File: src/rtl/rsa_pkg.sv
// rtl/rsa_pkg.sv - shared stage encodings and sequencer state codes for rsa_top
package rsa_pkg;

    // Stage request/ready/init bit encodings (one-hot, bit0 = predict)
    localparam logic [2:0] STAGE_NONE = 3'b000;
    localparam logic [2:0] STAGE_PRD  = 3'b001;
    localparam logic [2:0] STAGE_NEW  = 3'b010;
    localparam logic [2:0] STAGE_UPD  = 3'b100;

    // Sequencer states; BUSY codes deliberately mirror the stage bits they serve
    typedef enum logic [2:0] {
        ST_IDLE     = 3'b000,
        ST_BUSY_PRD = 3'b001,
        ST_BUSY_NEW = 3'b010,
        ST_BUSY_UPD = 3'b100
    } rsa_state_e;

    // Fixed-priority pick among granted stage bits: predict > new landmark > update
    function automatic logic [2:0] stage_pick(input logic [2:0] req);
        logic [2:0] pick;
        pick = STAGE_NONE;
        if (req[0])
            pick = STAGE_PRD;
        else if (req[1])
            pick = STAGE_NEW;
        else if (req[2])
            pick = STAGE_UPD;
        return pick;
    endfunction

endpackage

File: src/rtl/rsa_top.sv
// rtl/rsa_top.sv - stage sequencer handing predict/new-landmark/update jobs to the compute engine
module rsa_top
    import rsa_pkg::*;
#(
    parameter int X          = 4,
    parameter int Y          = 4,
    parameter int L          = 4,
    parameter int RSA_DW     = 16,
    parameter int RSA_AW     = 17,
    parameter int TB_AW      = 11,
    parameter int CB_AW      = 17,
    parameter int SEQ_CNT_DW = 5,
    parameter int ROW_LEN    = 10
) (
    input  logic                clk,
    input  logic                sys_rst,
    input  logic [2:0]          stage_val,
    input  logic [ROW_LEN-1:0]  landmark_num,
    input  logic [ROW_LEN-1:0]  l_k,
    input  logic                done_predict,
    input  logic                done_newlm,
    input  logic                done_update,
    input  logic [RSA_DW-1:0]   result_0,
    input  logic [RSA_DW-1:0]   result_1,
    input  logic [RSA_DW-1:0]   result_2,
    input  logic [RSA_DW-1:0]   result_3,
    input  logic [RSA_DW-1:0]   result_4,
    input  logic [RSA_DW-1:0]   result_5,
    output logic [2:0]          stage_rdy,
    output logic                init_predict,
    output logic                init_newlm,
    output logic                init_update,
    output logic [RSA_DW-1:0]   S_data,
    output logic [RSA_DW-1:0]   xk,
    output logic [RSA_DW-1:0]   yk,
    output logic [RSA_DW-1:0]   xita,
    output logic [RSA_DW-1:0]   lkx,
    output logic [RSA_DW-1:0]   lky
);

    // A degenerate array/address configuration leaves the sequencer permanently unready
    localparam bit CFG_OK = (X > 0) && (Y > 0) && (L > 0) && (RSA_DW > 0) &&
                            (RSA_AW > 0) && (TB_AW > 0) && (CB_AW > 0) &&
                            (SEQ_CNT_DW > 0) && (ROW_LEN > 0);

    rsa_state_e  state_q;
    rsa_state_e  state_d;
    logic [2:0]  init_q;
    logic [2:0]  init_d;
    logic [2:0]  grant;
    logic        upd_allowed;
    logic        ld_pose;
    logic        ld_lm;
    logic        ld_s;

    // Update is only meaningful for a landmark that already exists
    assign upd_allowed = (l_k < landmark_num);

    // Ready only while idle; the update bit follows the landmark index live
    assign stage_rdy = ((state_q == ST_IDLE) && CFG_OK) ? {upd_allowed, 2'b11} : STAGE_NONE;

    assign grant = stage_pick(stage_val & stage_rdy);

    assign init_predict = init_q[0];
    assign init_newlm   = init_q[1];
    assign init_update  = init_q[2];

    // Next-state, start-pulse and result-load decode
    always_comb begin
        state_d = state_q;
        init_d  = STAGE_NONE;
        ld_pose = 1'b0;
        ld_lm   = 1'b0;
        ld_s    = 1'b0;
        case (state_q)
            ST_IDLE: begin
                init_d = grant;
                case (grant)
                    STAGE_PRD: state_d = ST_BUSY_PRD;
                    STAGE_NEW: state_d = ST_BUSY_NEW;
                    STAGE_UPD: state_d = ST_BUSY_UPD;
                    default:   state_d = ST_IDLE;
                endcase
            end
            ST_BUSY_PRD: begin
                if (done_predict) begin
                    ld_pose = 1'b1;
                    ld_s    = 1'b1;
                    state_d = ST_IDLE;
                end
            end
            ST_BUSY_NEW: begin
                if (done_newlm) begin
                    ld_lm   = 1'b1;
                    ld_s    = 1'b1;
                    state_d = ST_IDLE;
                end
            end
            ST_BUSY_UPD: begin
                if (done_update) begin
                    ld_pose = 1'b1;
                    ld_lm   = 1'b1;
                    ld_s    = 1'b1;
                    state_d = ST_IDLE;
                end
            end
            default: state_d = ST_IDLE;
        endcase
    end

    // State register and one-cycle start pulses
    always_ff @(posedge clk) begin
        if (sys_rst) begin
            state_q <= ST_IDLE;
            init_q  <= STAGE_NONE;
        end else begin
            state_q <= state_d;
            init_q  <= init_d;
        end
    end

    // Capture engine results into the robot pose / landmark / S registers
    always_ff @(posedge clk) begin
        if (sys_rst) begin
            S_data <= '0;
            xk     <= '0;
            yk     <= '0;
            xita   <= '0;
            lkx    <= '0;
            lky    <= '0;
        end else begin
            if (ld_s) begin
                S_data <= result_0;
            end
            if (ld_pose) begin
                xk   <= result_1;
                yk   <= result_2;
                xita <= result_3;
            end
            if (ld_lm) begin
                lkx <= result_4;
                lky <= result_5;
            end
        end
    end

endmodule

File: config.mk
export PLATFORM = sky130hd
export DESIGN_NAME = rsa_top
export DESIGN_NICKNAME = d
export VERILOG_FILES = /design/src/rtl/rsa_pkg.sv /design/src/rtl/rsa_top.sv
export SDC_FILE = /design/constraint.sdc
export NUM_CORES = 1
export LEC_CHECK = 0
export ABC_CLOCK_PERIOD_IN_PS = 2550
export CAP_MARGIN = 20
export CELL_PAD_IN_SITES_DETAIL_PLACEMENT = 0
export CELL_PAD_IN_SITES_GLOBAL_PLACEMENT = 1
export CORE_MARGIN = 3
export CORE_UTILIZATION = 30
export DETAILED_ROUTE_END_ITERATION = 12
export PLACE_DENSITY = 0.95
export SLEW_MARGIN = 20
export SYNTH_ARGS = -nofsm -noshare
export SYNTH_HDL_FRONTEND = slang
export SYNTH_SLANG_ARGS = --single-unit
File: constraint.sdc
create_clock -name clk -period 2.55 [get_ports clk]
set_clock_uncertainty 0.15 [all_clocks]
set_input_delay 0.51 -clock clk [delete_from_list [all_inputs] [get_ports clk]]
set_output_delay 0.51 -clock clk [all_outputs]
set_load 0.01 [all_outputs]
==> flow_metrics.tcl <==
set metrics [dict create \
    fill_cells 1215 \
    post-route-min-period_ps 2522 \
    synth-seq-area-share_pct 49.47 \
    yosysWarningCount 0 \
    die_w_um 123.3 \
    placedCellCount 832 \
    die_h_um 123.3 \
    grt_first_pass_wirelength_um 18740 \
    antenna_found_initial 0 \
    start_util_pct 30.92 \
    drt_iter0_drc 182 \
    gp_congestion 0.7732 \
    drive_above_1_share_pct 11.90 \
    worst_slew_pin_slew_ps 541.2 \
    drc 0 \
    slew-limit-headroom_pct 63.92 \
    antenna-diode-count 0 \
    crit_buf_inv 2 \
    hold_class "flip-flop to flip-flop" \
    first_pass_iters 4 \
    synthCells 455 \
    syn_to_final_growth_pct 69.02 \
    path_clk_slew_ps 70 \
    synth_top_area_share_pct 49.47 \
    stdcell_count 848 \
    grtUsageTotal_pct 15.51 \
    netlist_area_mm2 0.004128 \
    cts_tree "yes" \
    route.final.wire_length_um 12530 \
    grt_pass1_vias 3891 \
    place_ws_ps -537.1 \
    cts_max_level 3 \
    io_buffers 225 \
    numCtsBuffers 9 \
    nets 802 \
    synthesis.nets 588 \
    setup_viol 0 \
    slowest_stage "clkdlybuf4s50_1" \
    maxClockFrequency_mhz 396.5 \
    globalRouteOverflowTotal 0 \
    yosys.area.top_type "dfxtp_1" \
    cts.sinks 102 \
    syn_avg_cell_area_um2 9.072 \
    vias 3983 \
    arrival_ps 1860 \
    hold_viol_final 0 \
    fin_crit_sh_pct 98.90 \
    slew_violations 0 \
    p_leak_nw 2.525 \
    hpwlAfterDp_um 8987 \
    clock_latency_ps 340 \
    required_ps 1890 \
    root_buffer "clkbuf_16" \
    maxCapViolCount 0 \
    synth_cell_types 39 \
    endpoint_kind "output pin" \
    die-area_mm2 0.01520 \
    drtAntennaViolNets 0 \
    cp_cell_sequence "clkdlybuf4s50_1 > ha_1 > nand2_2 > nor4_4 > a221oi_2 > buf_2" \
    cp_max_fo 2 \
    status "completed" \
    utilization_pct 52.27 \
    cts_buffer_depth 2 \
    synth_area_leaders "dfxtp_1, nand2_1, mux2i_1, a21oi_1, nor2_1" \
    critPathKind "input pin to output pin" \
    cts_hold_buf 0 \
    critPathMaxStageDelay_ps 400 \
    synth_seq_cells 102 \
    vias_per_cell 4.697 \
    core_mm2 0.01335 \
    wire_per_inst_um 14.78 \
    ios 226 \
    setup_ws_ps 27.93 \
    start_kind "input pin" \
    power_density_mw_per_mm2 587.0 \
    ir_drop_v 0.0003453 \
    grt_max_degree 65 \
    cp_top_family "buffers and inverters" \
    std_cell_rows 42 \
]
## worst paths after layout
kind / to / startpoint / slack (ps) / cells after the start
max: stage_rdy[2] / l_k[2] / 30 / 6
min: yk[8] / yk[8] / 300 / 2
max reg2reg: S_data[4] / state_q[1] / 730 / 5
min reg2reg: yk[8] / yk[8] / 300 / 2
## synth_stat cells, drive strengths merged
master,instances
nand2b,1
a22oi,1
nor4bb,2
o21ai,18
nand2,100
dfxtp,102
mux2i,32
nor4,1
a211oi,1
or3b,2
a31oi,1
nand3b,5
nor3,1
a21o,2
buf,22
nor2,37
clkbuf,12
or4b,1
a221oi,1
nand3,16
a21oi,72
inv,10
nor4b,1
ha,9
and4,1
o211ai,1
and3b,1
nor3b,1
a41o,1
## per-layer routing
metal | GRT usage, % | vias up | part of all wire [%]
li1 | - | 1955 | -
met1 | 17.61 | 1852 | 40
met2 | 26.91 | 151 | 49
met3 | 4.483 | 25 | 8.4
met4 | 6.990 | 0 | 2.6
met5 | 0 | - | 0
## registers in the layout (all words and copies together) (netlist names)
name and flops:
xk 16, S_data 16, yk 16, xita 16
lkx 16, lky 16, state_q 3, init_q 3
## through the flow
step / power [W] / cell area, um2 / setup TNS, ps / hold WS, ps
after global placement: 0.002629 / 6518 / -522.3 / 291.8
after floorplan: 0.002173 / 4128 / 0 / 330.5
after detailed placement: 0.002650 / 6518 / -537.1 / 296.4
after global routing: 0.004283 / 6977 / -14.13 / 316.8
after CTS: 0.004129 / 6918 / 0 / 304.8
final: 0.004095 / 6977 / 0 / 303.9
## layout by cell type, fill, tap and decap left out, types with 4 or more instances in the layout
| cell | n |
|---|---|
| a21oi_1 | 55 |
| a21oi_2 | 15 |
| buf_12 | 4 |
| buf_4 | 9 |
| clkbuf_16 | 9 |
| clkdlybuf4s50_1 | 206 |
| dfxtp_1 | 102 |
| dlygate4sd2_1 | 9 |
| dlymetal6s2s_1 | 8 |
| ha_4 | 6 |
| inv_2 | 6 |
| mux2i_1 | 32 |
| nand2_1 | 96 |
| nand3_1 | 6 |
| nand3_2 | 10 |
| nand3b_1 | 4 |
| nor2_1 | 37 |
| o21ai_0 | 5 |
| o21ai_1 | 12 |
## timing repair
| item | CTS | global route |
|---|---|---|
| pin swaps | 18 | 6 |
| resized for setup | 32 | 15 |
| buffers inserted | 1 | 1 |
| setup endpoints to repair | 1 | 1 |
## logic make-up (layout without fill, tap and decap cells)
logic type | Yosys count | after routing | synth area share (%)
and+or+nand+nor | 170 | 170 | 19.95
DFF | 102 | 102 | 49.47
AOI/OAI and AO/OA | 98 | 98 | 13.94
buffers and inverters | 44 | 261 | 6.153
muxes | 32 | 32 | 7.760
adders and majority gates | 9 | 9 | 2.728
## tightest hold or removal path: cells and delay by family, from the launching register on
| family | cells | cell delay (ps) |
|---|---|---|
| DFF | 1 | 310 |
| and+or+nand+nor | 1 | 50 |
| AOI/OAI and AO/OA | 1 | 50 |
## power by group
part	switching, W	total, W	internal (W)	leakage, nW
Sequential	0.0000521	0.00174	0.00169	0.827
Combinational	0.000395	0.000905	0.000510	1.55
Clock	0.000574	0.00145	0.000874	0.150
Total	0.00102	0.00410	0.00307	2.52
## area by class of cell
type,instances,area [um2],share of cell area [%]
multi-input combinational,309,1969,28.23
timing repair buffer,237,2394,34.31
clock inverter,4,72.57,1.040
sequential,102,2042,29.27
inverter,10,40.04,0.5739
clock buffer,10,239.0,3.425
tap,176,220.2,3.156
Note: power is estimated with default switching activity, not from simulation.
